### src/rtl/ps2_key_encoder.sv
// ps2_key_encoder: PS/2 set-2 make/break byte stream for keys A,S,J,K with 00 gaps.
// Optional TYPEMATIC_EN builds a make-code repeat timer for the last key pressed.
module ps2_key_encoder #(
  parameter int HOLD_CYCLES   = 4,
  parameter int GAP_CYCLES    = 4,
  parameter int REPEAT_CYCLES = 50_000
) (
  input  logic       clk,
  input  logic       rst,
  input  logic [3:0] keys,
  output logic [7:0] code,
  output logic       strobe,
  output logic       busy
);
  typedef enum logic [2:0] {IDLE, PFX, PGAP, CODE, CGAP} state_t;
  localparam logic [23:0] HOLD = 24'(HOLD_CYCLES - 1);
  localparam logic [23:0] GAP  = 24'(GAP_CYCLES - 1);
  state_t state, state_n;
  logic [3:0] s1, ks, rep, pending;
  logic [1:0] k, k_n, last_k;
  logic mk, mk_n, done, rpt_go, strobe_n;
  logic [23:0] cnt, cnt_n;
  logic [7:0] code_n;
  assign pending = ks ^ rep;
  assign done = cnt == 24'd0;
`ifdef TYPEMATIC_EN
  localparam logic [23:0] REP = 24'(REPEAT_CYCLES - 1);
  logic [23:0] rpt;
  always_ff @(posedge clk)
    if (!rst) begin
      rpt <= 24'd0;
      last_k <= 2'd0;
    end else if (state_n == CODE && state != CODE && mk_n) begin
      rpt <= REP;
      last_k <= k_n;
    end else if (rpt != 24'd0) rpt <= rpt - 24'd1;
  // a release of last_k clears rep[last_k], which cancels the repeat
  assign rpt_go = rpt == 24'd0 && rep[last_k];
`else
  assign last_k = 2'd0;
  assign rpt_go = REPEAT_CYCLES < 0;
`endif
  always_ff @(posedge clk)
    if (!rst) begin
      state <= IDLE;
      s1 <= 4'd0;
      ks <= 4'd0;
      rep <= 4'd0;
      k <= 2'd0;
      mk <= 1'b0;
      cnt <= 24'd0;
      code <= 8'h00;
      strobe <= 1'b0;
      busy <= 1'b0;
    end else begin
      state <= state_n;
      s1 <= keys;
      ks <= s1;
      k <= k_n;
      mk <= mk_n;
      cnt <= cnt_n;
      code <= code_n;
      strobe <= strobe_n;
      busy <= state_n != IDLE;
      if (state == CGAP && done) rep[k] <= mk;
    end
  always_comb begin
    state_n = state;
    k_n = k;
    mk_n = mk;
    cnt_n = done ? cnt : cnt - 24'd1;
    case (state)
      IDLE:
        if (pending != 4'd0) begin
          k_n = pending[3] ? 2'd3 : pending[2] ? 2'd2 : pending[1] ? 2'd1 : 2'd0;
          mk_n = ks[k_n];
          state_n = mk_n ? CODE : PFX;
          cnt_n = HOLD;
        end else if (rpt_go) begin
          k_n = last_k;
          mk_n = 1'b1;
          state_n = CODE;
          cnt_n = HOLD;
        end
      PFX:  if (done) begin state_n = PGAP; cnt_n = GAP; end
      PGAP: if (done) begin state_n = CODE; cnt_n = HOLD; end
      CODE: if (done) begin state_n = CGAP; cnt_n = GAP; end
      CGAP: if (done) state_n = IDLE;
      default: state_n = IDLE;
    endcase
  end
  // outputs are computed from the next state so they come out registered
  always_comb begin
    code_n = state_n == PFX ? 8'hF0 :
             state_n != CODE ? 8'h00 :
             k_n == 2'd3 ? 8'h1C : k_n == 2'd2 ? 8'h1B : k_n == 2'd1 ? 8'h3B : 8'h42;
    strobe_n = (state_n == PFX || state_n == CODE) && state_n != state;
  end
endmodule

### config.mk
export PLATFORM = sky130hd
export DESIGN_NAME = ps2_key_encoder
export DESIGN_NICKNAME = d
export VERILOG_FILES = /design/src/rtl/ps2_key_encoder.sv
export SDC_FILE = /design/constraint.sdc
export NUM_CORES = 1
export LEC_CHECK = 0
export CORE_ASPECT_RATIO = 2
export CORE_MARGIN = 2
export CORE_UTILIZATION = 40
export DETAILED_ROUTE_END_ITERATION = 8
export SLEW_MARGIN = 5
export SYNTH_ARGS = -nofsm -noshare
export SYNTH_HDL_FRONTEND = slang
export SYNTH_SLANG_ARGS = --single-unit
### constraint.sdc
create_clock -name clk -period 6 [get_ports clk]
set_input_delay 1.2 -clock clk [delete_from_list [all_inputs] [get_ports clk]]
set_output_delay 1.2 -clock clk [all_outputs]
set_load 0.02 [all_outputs]
==> After elaboration in Yosys (flattened, before gate mapping) <==
Index checks and enable logic that the tools add are counted.
{ "op_classes": {"n_addsub": 1, "magnitude_cmp": 3, "eq_ne": 11, "mux": 26, "bitwise_logic": 2, "reduce_logical": 12} }
{ "op_table": {"columns": ["operator", "count"], "rows": [
  ["2-to-1 mux 24 bit", 3],
  ["one-hot mux 24 bit (2 select lines)", 1],
  ["2-to-1 mux 7 bit", 4],
  ["logical NOT 24 bit", 1],
  ["subtractor 24 x 1 -> 24 bit, second input constant", 1],
  ["2-to-1 mux 3 bit", 5],
  ["one-hot mux 3 bit (5 select lines)", 1],
  ["2-to-1 mux 2 bit", 5],
  ["== test 3 x 2 -> 1 bit, second input constant", 3],
  ["2-to-1 mux 8 bit", 1],
  ["== test 3 x 1 -> 1 bit, second input constant", 2],
  ["< comparator 2 x 3 -> 1 bit, second input constant", 2],
  ["OR reduction 3 bit", 2],
  ["bitwise mux 4 bit", 1],
  ["== test 2 bit, second input constant", 2],
  ["nonzero test 4 bit", 1],
  ["OR reduction 4 bit", 1],
  ["XOR 4 bit", 1],
  ["== test 3 bit, second input constant", 1],
  ["logical AND 1 bit", 3],
  ["logical NOT 3 bit", 1],
  ["2-to-1 mux 1 bit", 3],
  ["inequality test 3 x 2 -> 1 bit, second input constant", 1],
  ["inequality test 3 bit", 1],
  ["8 further kinds", 8]
]} }
{ "totals": {"reg_bits": 52, "inputBits": 6, "out_inout_bits": 10, "word_cells": 67} }

==> Depth between registers and ports, before layout <==
Gate-level depths: netlist of the first run.
{ "logic_depth": {"ltp_word": 12, "ltp_mapped": 9, "ltp_nobuf": 9} }

==> Worst setup path after synthesis of the first run <==
OpenSTA, ideal clock, no wires.
{ "synth_timing": {"kind": "flip-flop to flip-flop", "start": "reg cnt[10]", "end": "reg cnt[0]", "setup_ns": 0.132, "arrival_ns": 2.134, "required_ns": 5.868, "setup_slack_ns": 3.734, "path_stages_with_launch": 7, "n_path_buf": 0, "synth_period_minus_slack_ns": 2.266, "path_cell_list": "dfxtp_1 or4_1 or4b_1 or3_1 ha_1 o21ai_0 a21oi_1"} }
{ "synth_via": {"elab_chain_len": 4, "word_cells_on_any_way": 5, "classes_between": "mux (4); reduce/logical (1)"} }
{ "synth_rtl": {"columns": ["item", "line_no", "source"], "rows": [
  ["from (decl)", "22", "logic [23:0] cnt, cnt_n;"],
  ["from (signal assigned)", "61", "cnt <= cnt_n;"],
  ["logical NOT 24 bit (*)", "25", "assign done = cnt == 24'd0;"],
  ["2-to-1 mux 24 bit", "71", "cnt_n = done ? cnt : cnt - 24'd1;"],
  ["2-to-1 mux 24 bit, on equally long branches", null, null],
  ["one-hot mux 24 bit (2 select lines) (*)", "72", "case (state)"]
]} }
Every way passes the cells marked *; elsewhere a longest branch is shown, timed or not.
A chain may end at the register's enable or synchronous reset.

==> Worst setup path in the final report of the first run <==
{ "layout_timing": {"start": "reg cnt[0]", "end": "reg cnt[10]"} }
{ "layout_via": {"elab_chain_len": 4, "word_cells_on_any_way": 6, "classes_between": "add/sub (1); mux (4); reduce/logical (1)"} }
{ "layout_rtl": {"columns": ["item", "line_no"], "rows": [
  ["subtractor 24 x 1 -> 24 bit / logical NOT 24 bit (equally long branches)", "71, 25"],
  ["2-to-1 mux 24 bit", "71"],
  ["2-to-1 mux 24 bit, on equally long branches", null],
  ["one-hot mux 24 bit (2 select lines) (*)", "72"]
]} }
Marks and branches as above.

==> out/qor.log, run 1 <==
qor: synth.post_synth_inst_count 275
qor: sta.skew 0.00665 ns
qor: synth.postSynthAreaPerCell 8.99 sq um
qor: run.drv.max_cap_violation_count 0
qor: clock_tree.post_cts_resized 0
qor: detailed_routing.drt-pass1-iter-count 4
qor: detailed_routing.drc 0
qor: floorplan.die_w 59.6 microns
qor: sta.timing.final.hold_violations 0
qor: worst_setup_path.worstSetupEndpointType register
qor: sta.finalCritPeriodShare 0.495
qor: worst_setup_path.r2r.worst_path.cells 7
qor: synth.syn-num-nets 286
qor: sta.final.min_clock_period 2.97 ns
qor: floorplan.start_util 0.412
qor: hold_path.timing.hold.worst.start s1[1]$_SDFF_PN0_
qor: final_layout.final_cell_mix 52 x dfxtp_1, 25 x a21oi_1, 20 x nor2_1
qor: synth.ys_warn_count 0
qor: clock_tree.clk-insertion-delay-late 0.29 ns
qor: synth.synth-async-reset-ratio 0
qor: clock_tree.cts_tree built
qor: placed_design.portBuffers 15
qor: clock_tree.holdBufCountCts 0
qor: placed_design.placed_instances 339
qor: final_layout.final.fill_count 602
qor: detailed_routing.routed_wl 5.34 mm
qor: grt.grt_util_overall 0.173
qor: final_layout.areaGrowthSynthToFinish 12.0%
qor: clock_tree.clkSlewWorstSetupHoldPaths 0.06 ns
qor: grt.antenna_violations_before_repair 0
qor: worst_setup_path.crit-reg2reg-capture cnt[10]$_SDFF_PN0_
qor: worst_setup_path.critical_path_required 6.15 ns
qor: floorplan.die-height 115 microns
qor: synth.flop_and_latch_count_out_of_synthesis 52
qor: placed_design.place.detailed.hpwl 3.92 mm
qor: floorplan.io-pin-count 16
qor: sta.grt_setup_unrepaired no
qor: grt.grt_pass1_vias 1841
qor: final_layout.final-instance-count-excl-fill 344
qor: sta.slew_headroom 0.336
qor: worst_setup_path.critical_path_arrival 3.12 ns
qor: synth.mapped_cell_area 2470 sq um
qor: synth.synth-simple-area-share 0.278
qor: floorplan.core_area 6010 sq um
qor: clock_tree.clock_tree_sinks 52
qor: placed_design.finalWeightedCongestion 0.842
qor: synth.distinct_cells_synth 51
qor: final_layout.multi_input_comb_area 1310 sq um
qor: sta.fmaxAchievable 337 MHz
qor: pwr.static_power_due_to_leakage 1.04 nW
qor: synth.synth_ff_type dfxtp_1
qor: detailed_routing.drtAntennaViolNets 0
qor: clock_tree.cts.path.max_buffers 2
qor: clock_tree.post-cts-setup-buffer-count 0
qor: worst_setup_path.cp_slowest_cell o211ai_2
qor: hold_path.timing.hold.worst.class reg -> reg
qor: detailed_routing.vias 1991
qor: grt.grt_start_max_net_pins 23
qor: clock_tree.tritoncts.num_buffers 5
qor: sta.setup_viol 0
qor: clock_tree.clock-root-buffer clkbuf_16
qor: worst_setup_path.worstPathCellList inv_1, ha_1, nor2b_1, nand3_1, or3_1, o211ai_2, nor2_1
qor: synth.post_synthesis_mux_area_share 0.0187
qor: final_layout.diodes 0
qor: hold_path.worstHoldPathCells 1
qor: synth.synth_fa_ha_area_frac 0.0253
qor: pwr.ir_drop 0.214 mV
qor: worst_setup_path.worstReg2RegStart cnt[0]$_SDFF_PN0_
qor: hold_path.worstHoldEndpoint ks[1]$_SDFF_PN0_
qor: sta.maxSlewViolCount 0
qor: synth.synth_enable_flop_cells 0
qor: sta.timing_worst_slew_pin_value 0.993 ns
qor: final_layout.layout_commonest_cell dfxtp_1
qor: final_layout.register_area 1040 sq um
qor: worst_setup_path.crit_type reg -> reg
qor: detailed_routing.avgRoutedWirePerCell 15.5 microns
qor: synth.xor_xnor_fraction_of_synth_area 0.0390
qor: grt.first_pass_grt_wire_length 8.85 mm
qor: synth.synth_top_family_by_area simple AND/OR/NAND/NOR gates
qor: final_layout.design.final.nets 294
qor: status.outcome completed
qor: floorplan.die_area 6860 sq um
qor: worst_setup_path.crit_path_max_fanout 22
qor: detailed_routing.viasPerCell 5.79
qor: final_layout.drive_above_1_share 0.0641
qor: worst_setup_path.worst_path_largest_cell_delay 0.84 ns
qor: detailed_routing.drtIter0Drc 81
qor: sta.fin_tns_setup 0 ns
qor: clock_tree.h-tree-depth 2
qor: floorplan.placement_rows 40
qor: worst_setup_path.critical_path_launch_point_type register
qor: pwr.p_per_area 493 nW/um^2
qor: synth.synth.yosys.seq_area_share 0.421
qor: worst_setup_path.worst-r2r-setup-slack 3.03 ns
qor: synth.synth_compound_gate_area_share 0.165
qor: grt.grt-ovfl-total 0
[stage by stage]
stage / setup WS [ns] / power (mW) / cell area, sq um / hold WS [ns] / util
6_report: 3.03 / 1.37 / 2770 / 0.433 / 0.461
2_1_floorplan: 3.73 / 0.959 / 2470 / 0.412 / -
5_1_grt: 2.73 / 1.47 / 2770 / 0.442 / 0.461
4_1_cts: 2.97 / 1.38 / 2770 / 0.435 / 0.461
3_3_place_gp: 2.85 / 1.10 / 2650 / 0.413 / 0.440
3_5_place_dp: 2.89 / 1.11 / 2650 / 0.421 / 0.440
[power breakdown]
| group | switching [mW] | internal (mW) |
|---|---|---|
| clock | 0.118 | 0.148 |
| sequential | 0.0614 | 0.413 |
| combinational | 0.381 | 0.244 |
[state kept, by name (all words and copies together) (netlist names)]
name    cells
cnt        24
code        8
busy        1
rep         4
k           2
ks          4
s1          4
state       3
strobe      1
mk          1
[worst max-delay path by stage]
stage	from	end	slack [ns]
final	cnt[0]$_SDFF_PN0_	cnt[10]$_SDFF_PN0_	3.03
after global routing	cnt[0]$_SDFF_PN0_	cnt[10]$_SDFF_PN0_	2.73
after CTS	cnt[0]$_SDFF_PN0_	cnt[10]$_SDFF_PN0_	2.97
after detailed placement	rst	code[2]$_SDFF_PP0_	2.89
after global placement	rst	code[2]$_SDFF_PP0_	2.85
after floorplan	cnt[10]$_SDFF_PN0_	cnt[0]$_SDFF_PN0_	3.73
[area by class of cell]
class,count,area share
clock buffers,5,0.0452
inverters,16,0.0217
well taps,63,0.0285
multi-input cells,192,0.472
repair buffers,16,0.0569
flip-flops and latches,52,0.376
[cell families after synthesis]
logic type / Yosys count
muxes: 4
DFF: 52
AOI/OAI and AO/OA: 63
xor gates and xnor gates: 11
and+or+nand+nor: 109
adders and majority gates: 5
buffers and inverters: 31
[critical path, delay by kind of cell, from the launching register on]
family          cells  cell delay (ns)
simple gates        4             1.45
compound gates      1             0.84
buf+inv             1             0.06
flops               1             0.32
fa+ha+maj           1             0.14
[layer usage]
layer  part of all wire  track usage
met1               0.38        0.182
met5                  0            0
met3              0.031       0.0349
met4              0.035        0.105
met2               0.55        0.303
[synth_stat cells (2+ instances only)]
| cell type | instances | share of area |
|---|---|---|
| dfxtp_1 | 52 | 0.42 |
| a21oi_1 | 25 | 0.051 |
| nor2_1 | 20 | 0.030 |
| inv_1 | 16 | 0.024 |
| or3_1 | 16 | 0.040 |
| o21ai_0 | 13 | 0.026 |
| nor3_1 | 10 | 0.020 |
| and2_1 | 9 | 0.023 |
| clkbuf_1 | 9 | 0.014 |
| nand2_1 | 7 | 0.011 |
| o41ai_1 | 7 | 0.025 |
| or4_1 | 7 | 0.021 |
| xnor2_1 | 7 | 0.025 |
| ha_1 | 5 | 0.025 |
| nand2b_1 | 5 | 0.013 |
| nand3_1 | 5 | 0.010 |
| buf_2 | 4 | 0.0081 |
| nor2b_1 | 4 | 0.010 |
| nor4_1 | 4 | 0.010 |
| xor2_1 | 4 | 0.014 |
| a31oi_1 | 3 | 0.0076 |
| and4b_1 | 3 | 0.012 |
| nor4_2 | 3 | 0.015 |
| o31ai_1 | 3 | 0.0091 |
| or4b_1 | 3 | 0.012 |
| mux2i_1 | 2 | 0.0081 |
| nand2_2 | 2 | 0.0051 |
| nand3b_1 | 2 | 0.0061 |
| nor4_4 | 2 | 0.017 |
| o21a_1 | 2 | 0.0061 |
Note: power is estimated with default switching activity, not from simulation.
==> run 2: changes to the inputs <==
==> constraint.sdc (replaced) <==
create_clock -name clk -period 2.4 [get_ports clk]
set_input_delay 0.48 -clock clk [delete_from_list [all_inputs] [get_ports clk]]
set_output_delay 0.48 -clock clk [all_outputs]
set_load 0.02 [all_outputs]
==> run 2 against run 1 <==
Via count is 3.7% higher. Clock skew hardly changed. Fmax is 31% higher. Critical path depth is 1 lower. Largest cell class unchanged. Final cell count is 5.5% higher. Die area stayed put. Power grew to 2.8 times the previous value.
==> out/qor.log, run 2 (synthesized netlist as in run 1, its figures left out) <==
qor: status.outcome completed
qor: sta.skew 0.00668 ns
qor: clock_tree.tritoncts.num_buffers 5
qor: floorplan.die_area 6860 sq um
qor: worst_setup_path.critical_path_launch_point_type register
qor: grt.grt-ovfl-total 0
qor: pwr.comb_pwr_share 0.479
qor: clock_tree.h-tree-depth 2
qor: clock_tree.post_cts_resized 0
qor: sta.final.min_clock_period 2.27 ns
qor: placed_design.place.detailed.hpwl 4.02 mm
qor: sta.hold_ws 0.433 ns
qor: clock_tree.clock-root-buffer clkbuf_16
qor: final_layout.final_cell_mix 52 x dfxtp_1, 25 x a21oi_1, 20 x nor2_1
qor: final_layout.top_regs cnt x24, code x8
qor: final_layout.regMostFlops cnt
qor: detailed_routing.viasPerCell 5.69
qor: sta.grt_setup_unrepaired no
qor: pwr.p_per_area 1280 nW/um^2
qor: grt.first_pass_grt_wire_length 9.32 mm
qor: final_layout.areaGrowthSynthToFinish 20.4%
qor: worst_setup_path.crit_type reg -> reg
qor: final_layout.diodes 0
qor: pwr.ir_drop 0.635 mV
qor: clock_tree.post-cts-setup-buffer-count 0
qor: floorplan.core_area 6010 sq um
qor: floorplan.io-pin-count 16
qor: grt.grt_util_overall 0.176
qor: detailed_routing.drt-pass1-iter-count 4
qor: sta.fin_tns_setup 0 ns
qor: pwr.seqPwrFrac 0.307
qor: clock_tree.clock_tree_sinks 52
qor: clock_tree.holdBufCountCts 0
qor: clock_tree.cts.path.max_buffers 2
qor: grt.grt_start_max_net_pins 23
qor: detailed_routing.drc 0
qor: sta.timing_worst_slew_pin_value 0.580 ns
qor: clock_tree.clkSlewWorstSetupHoldPaths 0.07 ns
qor: detailed_routing.vias 2064
qor: final_layout.largest_register_ffs 24
qor: floorplan.die_w 59.6 microns
qor: sta.finalCritPeriodShare 0.946
qor: floorplan.die-height 115 microns
qor: pwr.switching_power_total 1.49 mW
qor: detailed_routing.avgRoutedWirePerCell 14.8 microns
qor: detailed_routing.drtIter0Drc 59
qor: sta.setup_viol 0
qor: pwr.static_power_due_to_leakage 1.15 nW
qor: worst_setup_path.crit_path_max_fanout 2
qor: worst_setup_path.worstSetupEndpointType register
qor: detailed_routing.drtAntennaViolNets 0
qor: sta.maxSlewViolCount 0
qor: final_layout.design.final.nets 310
qor: worst_setup_path.critical_path_arrival 2.43 ns
qor: grt.antenna_violations_before_repair 0
qor: sta.slew_headroom 0.603
qor: floorplan.placement_rows 40
qor: pwr.intPower 2.32 mW
qor: grt.grt_pass1_vias 2068
qor: detailed_routing.routed_wl 5.38 mm
qor: pwr.power.share.switching 0.390
qor: clock_tree.cts_tree built
qor: worst_setup_path.critical_path_required 2.56 ns
qor: final_layout.drive_above_1_share 0.133
qor: clock_tree.clk-insertion-delay-late 0.29 ns
qor: run.drv.max_cap_violation_count 0
qor: placed_design.finalWeightedCongestion 0.849
qor: placed_design.portBuffers 15
qor: floorplan.start_util 0.412
qor: hold_path.timing.hold.worst.class reg -> reg
qor: sta.fmaxAchievable 440 MHz
qor: pwr.p_clk_frac 0.214
qor: sta.timing.final.hold_violations 0
qor: final_layout.layout_commonest_cell dfxtp_1
## run 2: cell types whose count changed in the layout (fill, tap and decap cells not counted), sizes merged
cell      delta
clkinvlp     +1
buf         +16
clkinv       +1
bufinv       +1
## run 2: critical path: stages (launching register included)
cell and delay, ns:
dfxtp_1 0.31, or4_1 0.55, or4b_1 0.48, or3_1 0.32
ha_1 0.27, o21ai_1 0.13, a21oi_1 0.08
## run 2: worst paths after layout
path	startpoint	endpoint	slack (ns)	cells after the start
max	cnt[10]$_SDFF_PN0_	cnt[0]$_SDFF_PN0_	0.13	6
min	s1[1]$_SDFF_PN0_	ks[1]$_SDFF_PN0_	0.43	1
max reg2reg	cnt[10]$_SDFF_PN0_	cnt[0]$_SDFF_PN0_	0.13	6
min reg2reg	s1[1]$_SDFF_PN0_	ks[1]$_SDFF_PN0_	0.43	1
## run 2: per-layer routing
metal | up-vias | part of all wire | global-route usage
met1 | 968 | 0.37 | 0.175
li1 | 1044 | - | -
met5 | - | 0 | 0
met3 | 19 | 0.023 | 0.0281
met2 | 33 | 0.56 | 0.325
met4 | 0 | 0.045 | 0.105
## run 2: area by class of cell
type                            instances  area, sq um
Fill cell                             599         3030
Multi-Input combinational cell        192         1330
Sequential cell                        52         1040
Timing Repair Buffer                   32          303
Clock buffer                            5          125
Tap cell                               63         78.8
Inverter                               16         60.1
Clock inverter                          3         42.5
## run 2: stage by stage
stage / worst slack, ns / power (mW) / std cells / utilization / instance area, sq um
final: 0.130 / 3.81 / 363 / 0.496 / 2980
after global routing: 0.0316 / 4.09 / 363 / 0.496 / 2980
after CTS: 0.0821 / 3.82 / 363 / 0.493 / 2960
after detailed placement: 0.109 / 3.00 / 355 / 0.465 / 2790
after global placement: 0.100 / 2.97 / 355 / 0.465 / 2790
after floorplan: 0.134 / 2.40 / 275 / - / 2470
## run 2: power by group through the flow
| stage | combinational, mW | clock, mW | sequential [mW] |
|---|---|---|---|
| 4_1_cts | 1.82 | 0.832 | 1.17 |
| 3_3_place_gp | 1.79 | 0 | 1.19 |
| 3_5_place_dp | 1.81 | 0 | 1.19 |
| 6_report | 1.82 | 0.816 | 1.17 |
| 2_1_floorplan | 1.17 | 0 | 1.22 |
| 5_1_grt | 2.03 | 0.864 | 1.20 |
==> patch 1, RTL diff (flow settings as in run 2) <==
Re-encode `state_t` (5 states) as Gray code, 3 bits wide.
--- a/src/rtl/ps2_key_encoder.sv
+++ b/src/rtl/ps2_key_encoder.sv
@@ -12,7 +12,7 @@
   output logic       strobe,
   output logic       busy
 );
-  typedef enum logic [2:0] {IDLE, PFX, PGAP, CODE, CGAP} state_t;
+  typedef enum logic [2:0] {IDLE = 3'b000, PFX = 3'b001, PGAP = 3'b011, CODE = 3'b010, CGAP = 3'b110} state_t;
   localparam logic [23:0] HOLD = 24'(HOLD_CYCLES - 1);
   localparam logic [23:0] GAP  = 24'(GAP_CYCLES - 1);
   state_t state, state_n;
Formal check against the unedited RTL: same outputs for any inputs over 10 cycles, from zero or initial values and one cycle with rst low; not proved beyond that.
==> patch 1 against run 2 <==
The run now ends with setup timing left; setup slack lost 0.22 ns; first-iteration DRC count shrank 24%; global-route usage shrank 0.17 points; synthesized area shrank 6.8%; power grew 25%; cell area shrank 0.63%; clock skew grew 0.00086 ns; via count shrank 7.9%; sequential cell count is the same; non-clock buffer count grew 11; count of clock-buffer cells in the layout is the same; wire length shrank 4.3%; critical path type unchanged; largest cell class unchanged.
==> patch 1: results (changes against run 2) <==
Timing
  – Fin worst setup slack: -0.08998 ns (was 0.1298 ns)
  – Relative slew margins: 67.26% (was 60.32%)
  – Final setup fails: 9 (was 0)
  – Clk_skew: 0.007543 ns (was 0.006680 ns)
  – Fin Setup TNS: -0.3823 ns (was 0 ns)
  – Fin Hold WS: 0.4325 ns (was 0.4327 ns)

Global route
  – GRT Total Usage: 17.41% (was 17.59%)
  – Met3 GRT Util: 2.800% (was 2.812%)
  – Met2 GRT Util: 34.47% (was 32.45%)
  – First-pass GRT wire length: 8583 um (was 9315 um)

Detailed routing
  – Met3 wire length: 82 um (was 122 um)
  – Total number of vias: 1900 (was 2064)
  – DR WL met2: 3133 um (was 3025 um)
  – Routed WL: 5149 um (was 5383 um)
  – Wl on met1: 1802 um (was 1995 um)

Worst setup path
  – Critical-path maximum fanout: 3 (was 2)
  – Crit. Startpoint: cnt[15]$_SDFF_PN0_ (was cnt[10]$_SDFF_PN0_)
  – Reg2Reg Depth: 7 (was 6)
  – Critical-path top delay cell: or4_4 (was or4_1)
  – Worst setup path endpoint: rep[1]$_SDFFE_PN0P_ (was cnt[0]$_SDFF_PN0_)

Power
  – Max VDD drop: 0.9925 mV (was 0.6346 mV)
  – P_leak: 0.001202 uW (was 0.001153 uW)

Placement
  – Place WS: -0.08324 ns (was 0.1087 ns)
  – DP HPWL: 3874 um (was 4017 um)
  – Placer congestion estimate: 0.8124 (was 0.8485)
  – Cells after DPL: 348 (was 355)
  – Placed cell area: 2743 um2 (was 2790 um2)

Synthesis
  – Ys async rst share: 0% (unchanged)
  – Synth Net Count: 263 (was 286)
  – Yosys cell types: 47 (was 51)
  – Post-synthesis sequential area ratio: 45.19% (was 42.11%)
  – Compound-Gate Fraction of Synth Area: 11.03% (was 16.55%)
  – Post-Synth Adder-Cell Area: 2.716% (was 2.530%)
  – Synth area leaders: dfxtp_1 45%, xor2_1 6.5%, nor2_1 5.9% (was dfxtp_1 42%, a21oi_1 5.1%, or3_1 4.0%)
  – Multiplexer area fraction after synthesis: 2.716% (was 1.872%)

Final layout
  – Nets@finish: 308 (was 310)
  – Share of cells above drive strength 1: 20.47% (was 13.33%)
  – Layout Cells excl Fill: 359 (was 363)

Outcome
  – Status: finished, violations left (was finished, final reports clean)
  – Violated checks: setup timing
[patch 1: power groups by stage]
stage          registers, uW  clock network [uW]  logic, uW
2_1_floorplan           1350                   0       1530
3_3_place_gp            1300                   0       2550
3_5_place_dp            1310                   0       2580
4_1_cts                 1290                 720       2600
5_1_grt                 1330                 744       3060
6_report                1290                 698       2770
[patch 1: layout make-up]
type / instances / area, um2
flip-flops and latches: 52 / 1044
inverters: 11 / 41.29
fillers: 560 / 2703
clock inverters: 3 / 18.77
multi-input cells: 184 / 1271
repair buffers: 43 / 381.6
well taps: 61 / 76.32
clock buffers: 5 / 125.1
[patch 1: repair_timing]
action | in CTS | in global routing
gates cloned | 0 | 1
resized for setup | 0 | 10
hold buffers | 0 | 0
pin swaps | 1 | 5
buffers inserted | 0 | 2
endpoints found under the setup margin | 11 | 35
==> patch 2, RTL diff (flow settings as in run 2) <==
Without the edit above. The option `TYPEMATIC_EN` is turned on by a define.
--- a/src/rtl/ps2_key_encoder.sv
+++ b/src/rtl/ps2_key_encoder.sv
@@ -1,5 +1,7 @@
 // ps2_key_encoder: PS/2 set-2 make/break byte stream for keys A,S,J,K with 00 gaps.
 // Optional TYPEMATIC_EN builds a make-code repeat timer for the last key pressed.
+`define TYPEMATIC_EN
+
 module ps2_key_encoder #(
   parameter int HOLD_CYCLES   = 4,
   parameter int GAP_CYCLES    = 4,
Behaviour: no difference found for any inputs over 10 cycles, from zero or initial values and one cycle with rst low; that may be too few to reach the edited logic, so the function may still have changed.
==> patch 2 against run 2 <==
The flow now finishes with violations (setup timing); sequential cell count up 26; first-iteration DRC count grew 29%; wire length is 54% higher; setup slack got worse by 0.17 ns; fmax is 7.1% lower; synthesized area up 45%; power is 82% higher; cell area increased by 58%.
==> patch 2: results (changes against run 2) <==
Synthesis
  – Top cells by count, synth: 78 x dfxtp_1, 61 x nor2_1, 33 x xor2_1 (was 52 x dfxtp_1, 25 x a21oi_1, 20 x nor2_1)
  – Cells after Synth: 394 (was 275)
  – Synth Net Count: 408 (was 286)
  – Synth area leaders: dfxtp_1 43%, xor2_1 8.0%, nor2_1 6.4% (was dfxtp_1 42%, a21oi_1 5.1%, or3_1 4.0%)

Timing
  – Fin worst setup slack: -0.04437 ns (was 0.1298 ns)
  – Fin Hold WS: 0.4305 ns (was 0.4327 ns)
  – Worst slew pin tran: 0.4165 ns (was 0.5802 ns)
  – Final setup fails: 1 (was 0)

Final layout
  – Layout Cells excl Fill: 567 (was 363)
  – Fill cells: 802 (was 599)
  – Top Registers: cnt (24), rpt (24), code (8) (was cnt (24), code (8))
  – Nets@finish: 477 (was 310)

Global route
  – GRT Total Usage: 18.03% (was 17.59%)
  – Number of global-route vias before repair: 3063 (was 2068)

Clock network
  – CTS Buf Count: 9 (was 5)
  – CTS HTree Levels: 3 (was 2)
  – Clk Latency, worst-skew pair: 0.33 ns (was 0.29 ns)

Detailed routing
  – DR WL met2: 4947 um (was 3025 um)
  – DR iter-0 viols: 76 (was 59)
  – Met3 wire length: 156 um (was 122 um)
  – Mean routed wirelength per cell: 14.60 um (was 14.83 um)
  – Wl on met1: 2970 um (was 1995 um)

Placement
  – Place WS: -0.06808 ns (was 0.1087 ns)

Worst setup path
  – R2R Path Start: rpt[5]$_SDFFE_PP0P_ (was cnt[10]$_SDFF_PN0_)
  – R2R Path End: code[0]$_SDFF_PP0_ (was cnt[0]$_SDFF_PN0_)
  – Critical-path maximum fanout: 6 (was 2)

Power
  – Max VDD drop: 0.7322 mV (was 0.6346 mV)

Outcome
  – Status: finished, violations left (was finished, final reports clean)
  – Violated checks: setup timing
==> patch 2: metal layers <==
layer / track usage, % / vias up
li1: - / 1504
met1: 15.70 / 1419
met2: 36.81 / 26
met3: 3.779 / 17
met4: 9.434 / 0
met5: 0 / -
==> patch 2: worst max-delay path, cell delays in order (launching register included) <==
cell and delay, ns:
dfxtp_2 0.31, or4_4 0.53, or4_4 0.51, nor3_4 0.18, nand2_2 0.09, a31oi_4 0.21, inv_2 0.10, ha_4 0.17
nor4b_2 0.25
==> patch 2: kinds of logic (layout without fill, tap and decap cells) <==
kind of cell / Yosys count / count (layout) / synth area share, %
simple gates: 182 / 183 / 27.91
fa+ha+maj: 8 / 8 / 2.788
flops: 78 / 78 / 43.48
mux: 7 / 7 / 2.369
buf+inv: 27 / 99 / 3.171
xor+xnor: 46 / 46 / 11.22
compound gates: 46 / 46 / 9.060
==> patch 2: worst max-delay path by stage <==
stage,from,end,slack (ns)
finish,rpt[5]$_SDFFE_PP0P_,code[0]$_SDFF_PP0_,-0.04
CTS,rpt[5]$_SDFFE_PP0P_,code[0]$_SDFF_PP0_,-0.03
floorplan,rpt[5]$_SDFFE_PP0P_,code[0]$_SDFF_PP0_,-0.06
global route,rpt[5]$_SDFFE_PP0P_,code[0]$_SDFF_PP0_,-0.13
detailed placement,rpt[5]$_SDFFE_PP0P_,rpt[4]$_SDFFE_PP0P_,-0.07
global placement,rpt[5]$_SDFFE_PP0P_,rpt[4]$_SDFFE_PP0P_,-0.09
==> patch 2: through the flow <==
step | utilization, % | power (uW)
3_5_place_dp | 49.15 | 5343
4_1_cts | 52.89 | 6835
6_report | 54.25 | 6936
3_3_place_gp | 49.15 | 5294
5_1_grt | 54.25 | 7435
2_1_floorplan | - | 4101
==> patch 2: power by group through the flow <==
stage | logic (uW) | registers (uW) | clock network (uW)
6_report | 3610 | 1930 | 1400
5_1_grt | 3980 | 1970 | 1480
2_1_floorplan | 2120 | 1980 | 0
3_3_place_gp | 3350 | 1940 | 0
3_5_place_dp | 3390 | 1950 | 0
4_1_cts | 3470 | 1920 | 1450
==> patch 2: area by class of cell <==
class / instances / area, um2 / area share [%]
inverter: 14 / 52.55 / 1.120
sequential: 78 / 1563 / 33.31
multi-input combinational: 290 / 2058 / 43.87
tap: 100 / 125.1 / 2.667
timing repair buffer: 70 / 589.3 / 12.56
clock inverter: 5 / 75.07 / 1.600
clock buffer: 10 / 229.0 / 4.880
==> patch 2: repair_timing <==
action | in CTS | in global routing
setup buffers | 0 | 6
setup endpoints to repair | 9 | 46
cloned | 1 | 1
pin swaps | 0 | 8
gates resized for setup | 7 | 16
